### config.mk
export PLATFORM = sky130hd
export DESIGN_NAME = led_pixel_engine
export DESIGN_NICKNAME = d
export VERILOG_FILES = /design/src/rtl/led_pixel_engine.sv
export SDC_FILE = /design/constraint.sdc
export NUM_CORES = 1
export LEC_CHECK = 0
export ABC_AREA = 1
export BUFFER_PORTS_ARGS = -buffer_cell sky130_fd_sc_hd__buf_2
export CORE_ASPECT_RATIO = 0.9
export CORE_MARGIN = 5
export CORE_UTILIZATION = 55
export DETAILED_ROUTE_END_ITERATION = 10
export GPL_TIMING_DRIVEN = 0
export PLACE_DENSITY = 0.74
export SYNTH_ARGS = -nofsm -noshare
export SYNTH_HDL_FRONTEND = slang
export SYNTH_SLANG_ARGS = --single-unit
export TNS_END_PERCENT = 20
### constraint.sdc
create_clock -name clk -period 21 [get_ports clk]
set_input_delay 4.2 -clock clk [delete_from_list [all_inputs] [get_ports clk]]
set_output_delay 4.2 -clock clk [all_outputs]
set_load 0.005 [all_outputs]
### src/rtl/led_pixel_engine.sv
// Per-pixel colour engine for a WS2811 chain: valid/ready pixel requests, one
// shared 8x8 multiplier sequenced over a per-channel MA/MB/AN/FD loop.
module led_pixel_engine #(
  parameter int CHANNELS = 3,
  parameter int NUMLEDS  = 50
) (
  input  logic                  clk,
  input  logic                  rst_n,
  input  logic                  req_valid,
  output logic                  req_ready,
  input  logic [7:0]            req_index,
  input  logic [1:0]            mode,
  input  logic [2:0]            colmode,
  input  logic [7:0]            blocksize,
  input  logic [8*CHANNELS-1:0] usera,
  input  logic [8*CHANNELS-1:0] userb,
  input  logic [7:0]            masterfader,
  input  logic [7:0]            animationcounter,
  input  logic [7:0]            stepclock,
  output logic                  pix_valid,
  input  logic                  pix_ready,
  output logic [8*CHANNELS-1:0] pix_data
);

  localparam logic [15:0] SPAN = 16'(NUMLEDS + 5);

  typedef enum logic [3:0] {
    S_IDLE, S_PREP, S_PROX, S_LEVEL, S_MA, S_MB, S_AN, S_FD, S_OUT
  } state_t;

  typedef struct packed {
    logic [7:0]            idx;
    logic [1:0]            mode;
    logic [2:0]            colmode;
    logic [7:0]            blk;
    logic [8*CHANNELS-1:0] a;
    logic [8*CHANNELS-1:0] b;
    logic [7:0]            fader;
    logic [7:0]            actr;
    logic [7:0]            step;
  } req_t;

  state_t      state, nxt;
  req_t        cfg;
  logic [1:0]  ch;
  logic [7:0]  norm, prox, col, anim;
  logic [15:0] fracpos, proxa, acc;

  logic [7:0]  mul_a, mul_b;
  logic [15:0] mul_p;
  logic [7:0]  a_c, b_c, col_nxt, anim_nxt, rb_x;
  logic [1:0]  pal;
  logic        last_ch, moving;
  logic [15:0] ipos;

  assign mul_p   = 16'(mul_a) * 16'(mul_b);
  assign last_ch = (ch == 2'(CHANNELS - 1));
  assign moving  = (cfg.colmode == 3'd3) || (cfg.colmode == 3'd6);
  assign ipos    = {cfg.idx, 8'h00};
  assign pal     = cfg.step[1:0] + cfg.idx[1:0];
  assign rb_x    = norm + 8'(85 * int'(ch));

  always_comb begin
    a_c = '0;
    b_c = '0;
    for (int i = 0; i < CHANNELS; i++) begin
      if (ch == 2'(i)) begin
        a_c = cfg.a[8*i +: 8];
        b_c = cfg.b[8*i +: 8];
      end
    end
  end

  // state register
  always_ff @(posedge clk or negedge rst_n) begin
    if (!rst_n) state <= S_IDLE;
    else        state <= nxt;
  end

  // next state
  always_comb begin
    nxt = state;
    case (state)
      S_IDLE:  if (req_valid) nxt = S_PREP;
      S_PREP:  nxt = S_PROX;
      S_PROX:  nxt = S_LEVEL;
      S_LEVEL: nxt = S_MA;
      S_MA:    nxt = S_MB;
      S_MB:    nxt = S_AN;
      S_AN:    nxt = S_FD;
      S_FD:    nxt = last_ch ? S_OUT : S_MA;
      S_OUT:   if (pix_ready) nxt = S_IDLE;
      default: nxt = S_IDLE;
    endcase
  end

  // outputs: handshake and the single multiplier's operand steering
  always_comb begin
    req_ready = (state == S_IDLE);
    mul_a     = '0;
    mul_b     = '0;
    case (state)
      S_PREP: begin mul_a = cfg.idx; mul_b = cfg.blk;  end
      S_MA:   begin mul_a = a_c;     mul_b = norm;     end
      S_MB:   begin mul_a = b_c;     mul_b = ~norm;    end
      S_AN:   begin mul_a = col;     mul_b = (cfg.mode == 2'd2) ? ~prox : prox; end
      S_FD:   begin mul_a = anim;    mul_b = cfg.fader; end
      default: ;
    endcase
  end

  always_comb begin
    col_nxt = '0;
    case (cfg.colmode)
      3'd0:       col_nxt = a_c;
      3'd1:       col_nxt = b_c;
      3'd2, 3'd3: col_nxt = 8'((acc + mul_p) >> 8);
      3'd4: begin
        case (ch)
          2'd0:    col_nxt = (pal == 2'd0 || pal == 2'd3) ? 8'hFF : 8'h00;
          2'd1:    col_nxt = (pal == 2'd1 || pal == 2'd3) ? 8'hFF : 8'h00;
          2'd2:    col_nxt = (pal == 2'd2) ? 8'hFF : 8'h00;
          default: col_nxt = 8'h00;
        endcase
      end
      // triangle wave: 2x on the rising half, 2*(255-x) = 2*~x on the falling half
      3'd5, 3'd6: begin
        if (ch != 2'd3) col_nxt = rb_x[7] ? {~rb_x[6:0], 1'b0} : {rb_x[6:0], 1'b0};
      end
      default:    col_nxt = '0;
    endcase
  end

  always_comb begin
    anim_nxt = '0;
    case (cfg.mode)
      2'd0:       anim_nxt = col;
      2'd1, 2'd2: anim_nxt = mul_p[15:8];
      default:    anim_nxt = '0;
    endcase
  end

  always_ff @(posedge clk or negedge rst_n) begin
    if (!rst_n) begin
      cfg       <= '0;
      ch        <= '0;
      norm      <= '0;
      fracpos   <= '0;
      proxa     <= '0;
      prox      <= '0;
      acc       <= '0;
      col       <= '0;
      anim      <= '0;
      pix_data  <= '0;
      pix_valid <= 1'b0;
    end else begin
      case (state)
        S_IDLE: if (req_valid) begin
          cfg.idx     <= req_index;
          cfg.mode    <= mode;
          cfg.colmode <= colmode;
          cfg.blk     <= blocksize;
          cfg.a       <= usera;
          cfg.b       <= userb;
          cfg.fader   <= masterfader;
          cfg.actr    <= animationcounter;
          cfg.step    <= stepclock;
        end
        S_PREP: begin
          norm    <= mul_p[7:0] + (moving ? cfg.actr : cfg.idx);
          // constant-coefficient product; the shared multiplier is busy with idx*blocksize
          fracpos <= 16'(16'(cfg.actr) * SPAN);
        end
        S_PROX:  proxa <= (fracpos >= ipos) ? fracpos - ipos : ipos - fracpos;
        S_LEVEL: begin
          ch <= '0;
          if (proxa >= 16'd1024)   prox <= 8'h00;
          else if (proxa <= 16'd8) prox <= 8'hFF;
          else                     prox <= 8'(16'd256 - {2'b00, proxa[15:2]});
        end
        S_MA: acc  <= mul_p;
        S_MB: col  <= col_nxt;
        S_AN: anim <= anim_nxt;
        S_FD: begin
          for (int i = 0; i < CHANNELS; i++)
            if (ch == 2'(i)) pix_data[8*i +: 8] <= mul_p[15:8];
          if (last_ch) pix_valid <= 1'b1;
          else         ch        <= ch + 2'd1;
        end
        S_OUT: if (pix_ready) pix_valid <= 1'b0;
        default: ;
      endcase
    end
  end

endmodule

* Word level (Yosys, flattened, before mapping)
Index checks and enable logic that the tools add are counted.
** Word-level totals
- Flip-flop bits (word level) :: 196
- Output and inout port bits :: 26
- Logic and storage cells :: 115
- Input port bits :: 97
** Operators by class
- Magnitude comparators :: 3
- Equality and inequality tests :: 26
- $add $sub $neg :: 8
- Bitwise operators :: 3
- Reduce and logical (&&, ||, !) cells :: 20
- Multiply operators :: 3
- Mux-type cells :: 30
** Operators by type and width (count)
- $mux W8 :: 15
- $pmux W8 S5 :: 3
- $pmux W4 S9 :: 1
- $pmux W8 S3 :: 1
- $add A16 B16 Y16 :: 1
- $add A8 B8 Y8 :: 2
- $eq A4 B3 Y1 const B :: 4
- $ge A14 B16 Y1 :: 1
- $ge A16 B11 Y1 const B :: 1
- $le A16 B4 Y1 const B :: 1
- $mul A8 B8 Y16 :: 1
- $mux W16 :: 1
- $not A8 Y8 :: 2
- $pmux W8 S2 :: 1
- $sub A14 B16 Y16 :: 1
- $sub A16 B14 Y16 :: 1
- $mul A8 B6 Y14 const B :: 1
- $mux W4 :: 3
- $reduce_and A2 Y1 :: 6
- $ne A2 B2 Y1 const B :: 5
- $eq A3 B3 Y1 const B :: 3
- $eq A2 B2 Y1 const B :: 4
- $eq A4 B2 Y1 const B :: 2
- $mul A7 B2 Y8 const A :: 1
- 20 further kinds :: 31

* Depth between registers and ports, before layout
- Depth after elaboration :: 8
- Gate-level depth with buffers :: 41
- Gate-level depth less buffers :: 40

* Least setup slack after synthesis
No wires, ideal clock.
- Path kind :: reg2reg
- From :: reg ch[0]
- To :: reg col[7]
- Period minus slack after synthesis :: 6.958 ns
- Buffers on the path :: 2
- Slack :: 14.042 ns
- Setup time :: 0.116 ns
- Stages on the path, launching flop included :: 36
- Data arrival time :: 6.842 ns
- Data required time :: 20.884 ns
- Path through :: dfrtp_1 > inv_1 > ha_1 > clkbuf_1 > nor2_1 > inv_1 > buf_2 > o31ai_1 > nand2_1 > nand3_1 > nand2_1 > fa_1 > fa_1 > inv_1 > fa_1 > inv_1 > fa_1 > inv_1 > ha_1 > inv_1 > o21ai_0 > a21oi_1 > nand2_1 > a31o_2 > or2_2 > nand2_1 > inv_1 > ha_1 > a21oi_1 > nor3_1 > a2111oi_0 > nand3_1 > nand3_1 > nand2_1 > nand2_1 > nand2_1
** On the way
- Cells in the longest elaborated chain, start to end :: 8
- Elaborated cells on any way between the ends :: 20
- Those cells by class :: 2 x add/sub; 2 x mul; 3 x eq/ne; 11 x mux; 1 x bitwise; 1 x reduce/logical
** RTL lines
- from (decl) :: RTL line 45 : logic [1:0] ch;
- from (signal assigned) :: RTL line 188 : else ch <= ch + 2'd1;
- $logic_not A2 Y1 :: RTL line 67 : if (ch == 2'(i)) begin
- $mux W8 (3 in series) :: RTL line 67
- $pmux W8 S5 * :: RTL line 102 : case (state)
- $mul A8 B8 Y16 * :: RTL line 56 : assign mul_p = 16'(mul_a) * 16'(mul_b);
- net mul_p[12] :: RTL line 50 : logic [15:0] mul_p;
- $add A16 B16 Y16 * :: RTL line 117 : 3'd2, 3'd3: col_nxt = 8'((acc + mul_p) >> 8);
- $pmux W8 S5 * :: RTL line 114 : case (cfg.colmode)
- to (signal assigned) :: RTL line 182 : S_MB: col <= col_nxt;
- to (decl) :: RTL line 46 : logic [7:0] norm, prox, col, anim;
The timed path passes the listed nets; every way through them passes the cells marked *.
A chain may end at the register's enable or synchronous reset.

* Final worst setup path
Ends and elaborated chain as after synthesis.

==> flow_summary.ini <==
[run_status]
status = complete, no violations

[worst_setup_path]
crit_end = col[7]
rr_endpoint = col[7]
crit_fanout = 10
startpoint = ch[0]
slowest_stage = a2111oi_0
r2r-start = ch[0]
r2r_cells = 35
worst_setup_path_start_kind = flop
endpoint_kind = flop
cp.required_ps = 21340
max_stage_delay_ps = 650
critPathKind = reg2reg
critPathArrivalTime_ps = 9030
rrSetupSlack_ps = 12310

[logic_synthesis]
synthSimpleGateAreaFrac_pct = 18.6
ys_ff_latch = 196
synth.area.mux_share_pct = 5.38
syn_inst = 1729
syn_area_sq_um = 14200
synth_nets = 2001
yosysSeqAreaShare_pct = 34.6
synth_top_family_by_area = simple AND/OR/NAND/NOR gates
synth_fa_ha_area_share_pct = 18.3
synthXorXnorAreaFrac_pct = 3.08
synth_warnings = 0
syn_avg_cell_area_sq_um = 8.20
synth_cell_types = 53
synth_compound_area_share_pct = 11.7

[sta]
setup_tns_ps = 0
drv_slew = 0
timing.final.ws_setup_ps = 12310
slew_headroom_pct = 24.6
finalHoldViolCount = 0
tightest_slew_ps = 1130
finalCriticalPeriod_ps = 8690
setup_viol = 0
period_share_pct = 41.4
clock_skew_ps = 12.2
rsz0062_at_grt = false
max_freq_ghz = 0.115

[cts]
root_buffer = clkbuf_16
numCtsBuffers = 17
cts_resized = 0
htreeDepth = 4
cts_tree = done
cts_setup_buffers = 0
clk-insertion-delay-late_ps = 450
cts_sinks = 196
cts.hold.buffers_added = 0
clkTransAtPathRegs_ps = 80
clk_path_buf_depth = 2

[detailed_routing]
drtPass1Iterations = 5
vias_per_cell = 5.52
drc = 0
wl_mm = 38.7
ant_nets = 0
drt-initial-drc-count = 1027
route.vias.total = 12300
routedWlPerCell_um = 17.5

[global_routing]
grt_max_degree = 108
grt.total_usage_pct = 27.3
grt_remaining_overflow = 0
grt_pass1_wl_mm = 62.5
antenna_found_initial = 1
grt_pass1_vias = 11900

[floorplan]
boundaryPins = 123
start_util_pct = 56.2
fp.dieArea_sq_um = 29100
core_sq_um = 25300
fp.dieW_um = 179
dieHeight_um = 162
rows = 55

[cells_and_area]
drive_above_1_share_pct = 13.8
nNetsFinal = 2137
area_growth_pct = 11.8
diodes = 0
final_common_cell = nand2_1
final_cell_mix = nand2_1 (416), inv_1 (261), dfrtp_1 (196), buf_2 (128), nor2_1 (125)

[placed_design]
numPortBuffers = 116
gp_congestion = 0.934
dp_hpwl_mm = 30.8
pre_cts_slack_ps = 12470

[worst_hold_path]
whs_path_depth = 2
min_path_type = reg2reg

[run]
max_cap_violations = 0
## layer usage
layer | track usage [%] | share of wire [%] | up-vias
met5 | 0 | 0.034 | -
met4 | 7.13 | 2.2 | 2
met3 | 5.78 | 8.5 | 55
met2 | 39.6 | 43 | 450
met1 | 41.7 | 46 | 5867
li1 | - | - | 5879
## registers in the layout (all words and copies together), names as in the netlist
register and count:
cfg 87, pix_valid 1, state 4, acc 16
ch 2, norm 8, fracpos 14, proxa 16
pix_data 24, prox 8, anim 8, col 8
## cells in the mapped netlist, drive strengths merged
cell type	n	area, sq um
nand2	420	1590
inv	264	991
dfrtp	196	4900
nor2	130	500
ha	120	1500
o21ai	120	601
a21oi	75	383
mux2	66	743
nand3	62	320
fa	55	1100
xor2	35	314
clkbuf	27	103
nor3	17	101
o22ai	16	100
buf	15	80.1
o31ai	14	105
xnor2	14	123
a31oi	11	68.8
nand4	10	62.6
or2	9	56.3
a221oi	7	61.3
a22o	6	52.6
o2111ai	6	52.6
a32oi	5	43.8
o211ai	5	42.5
a211oi	4	30.0
a21o	3	22.5
o21bai	3	22.5
a2111oi	2	18.8
a21boi	2	15.0
clkinv	2	7.51
mux2i	2	20.0
a31o	1	8.76
nor3b	1	7.51
nor4	1	6.26
o21a	1	7.51
o221a	1	11.3
o221ai	1	8.76
## worst min-delay path by stage
stage / from / slack (ps) / end
detailed placement: pix_data[2] / 470 / pix_data[2]
CTS: pix_data[2] / 490 / pix_data[2]
floorplan: acc[2] / 450 / acc[2]
global route: acc[3] / 510 / acc[3]
global placement: acc[5] / 460 / acc[5]
finish: pix_data[2] / 480 / pix_data[2]
## critical path, delay by kind of cell (launching register included)
kind	cells	cell delay, ps
adder cells (fa/ha/maj)	7	3040
AND/OR/NAND/NOR	13	2000
AO/OA/AOI/OAI	6	1900
buffers and inverters	9	1060
flip-flops	1	570
## cells by family (layout without fill, tap and decap cells)
kind of cell    count (synthesis)  in the layout
buf+inv                       308            457
flops                         196            196
fa+ha+maj                     175            175
compound gates                283            283
simple gates                  650            650
xor+xnor                       49             49
mux                            68             68
## through the flow
stage	cell area [sq um]	std cells	hold WS, ps	util [%]
after floorplan	14200	1729	448	-
after detailed placement	15200	2188	467	60.3
after CTS	15900	2220	488	62.8
after global placement	15200	2187	463	60.2
final	15900	2220	485	62.8
after global routing	15900	2220	513	62.8
## final cells by class
type | instances | area, sq um
Multi-Input combinational cell | 1225 | 8100
Fill cell | 2243 | 9400
Tap cell | 342 | 428
Sequential cell | 196 | 4900
Clock buffer | 17 | 425
Buffer | 42 | 183
Inverter | 266 | 998
Timing Repair Buffer | 117 | 618
Clock inverter | 15 | 199
Power is not shown: default switching activity piles up to over one toggle a cycle in this logic, so the estimate is an artifact.
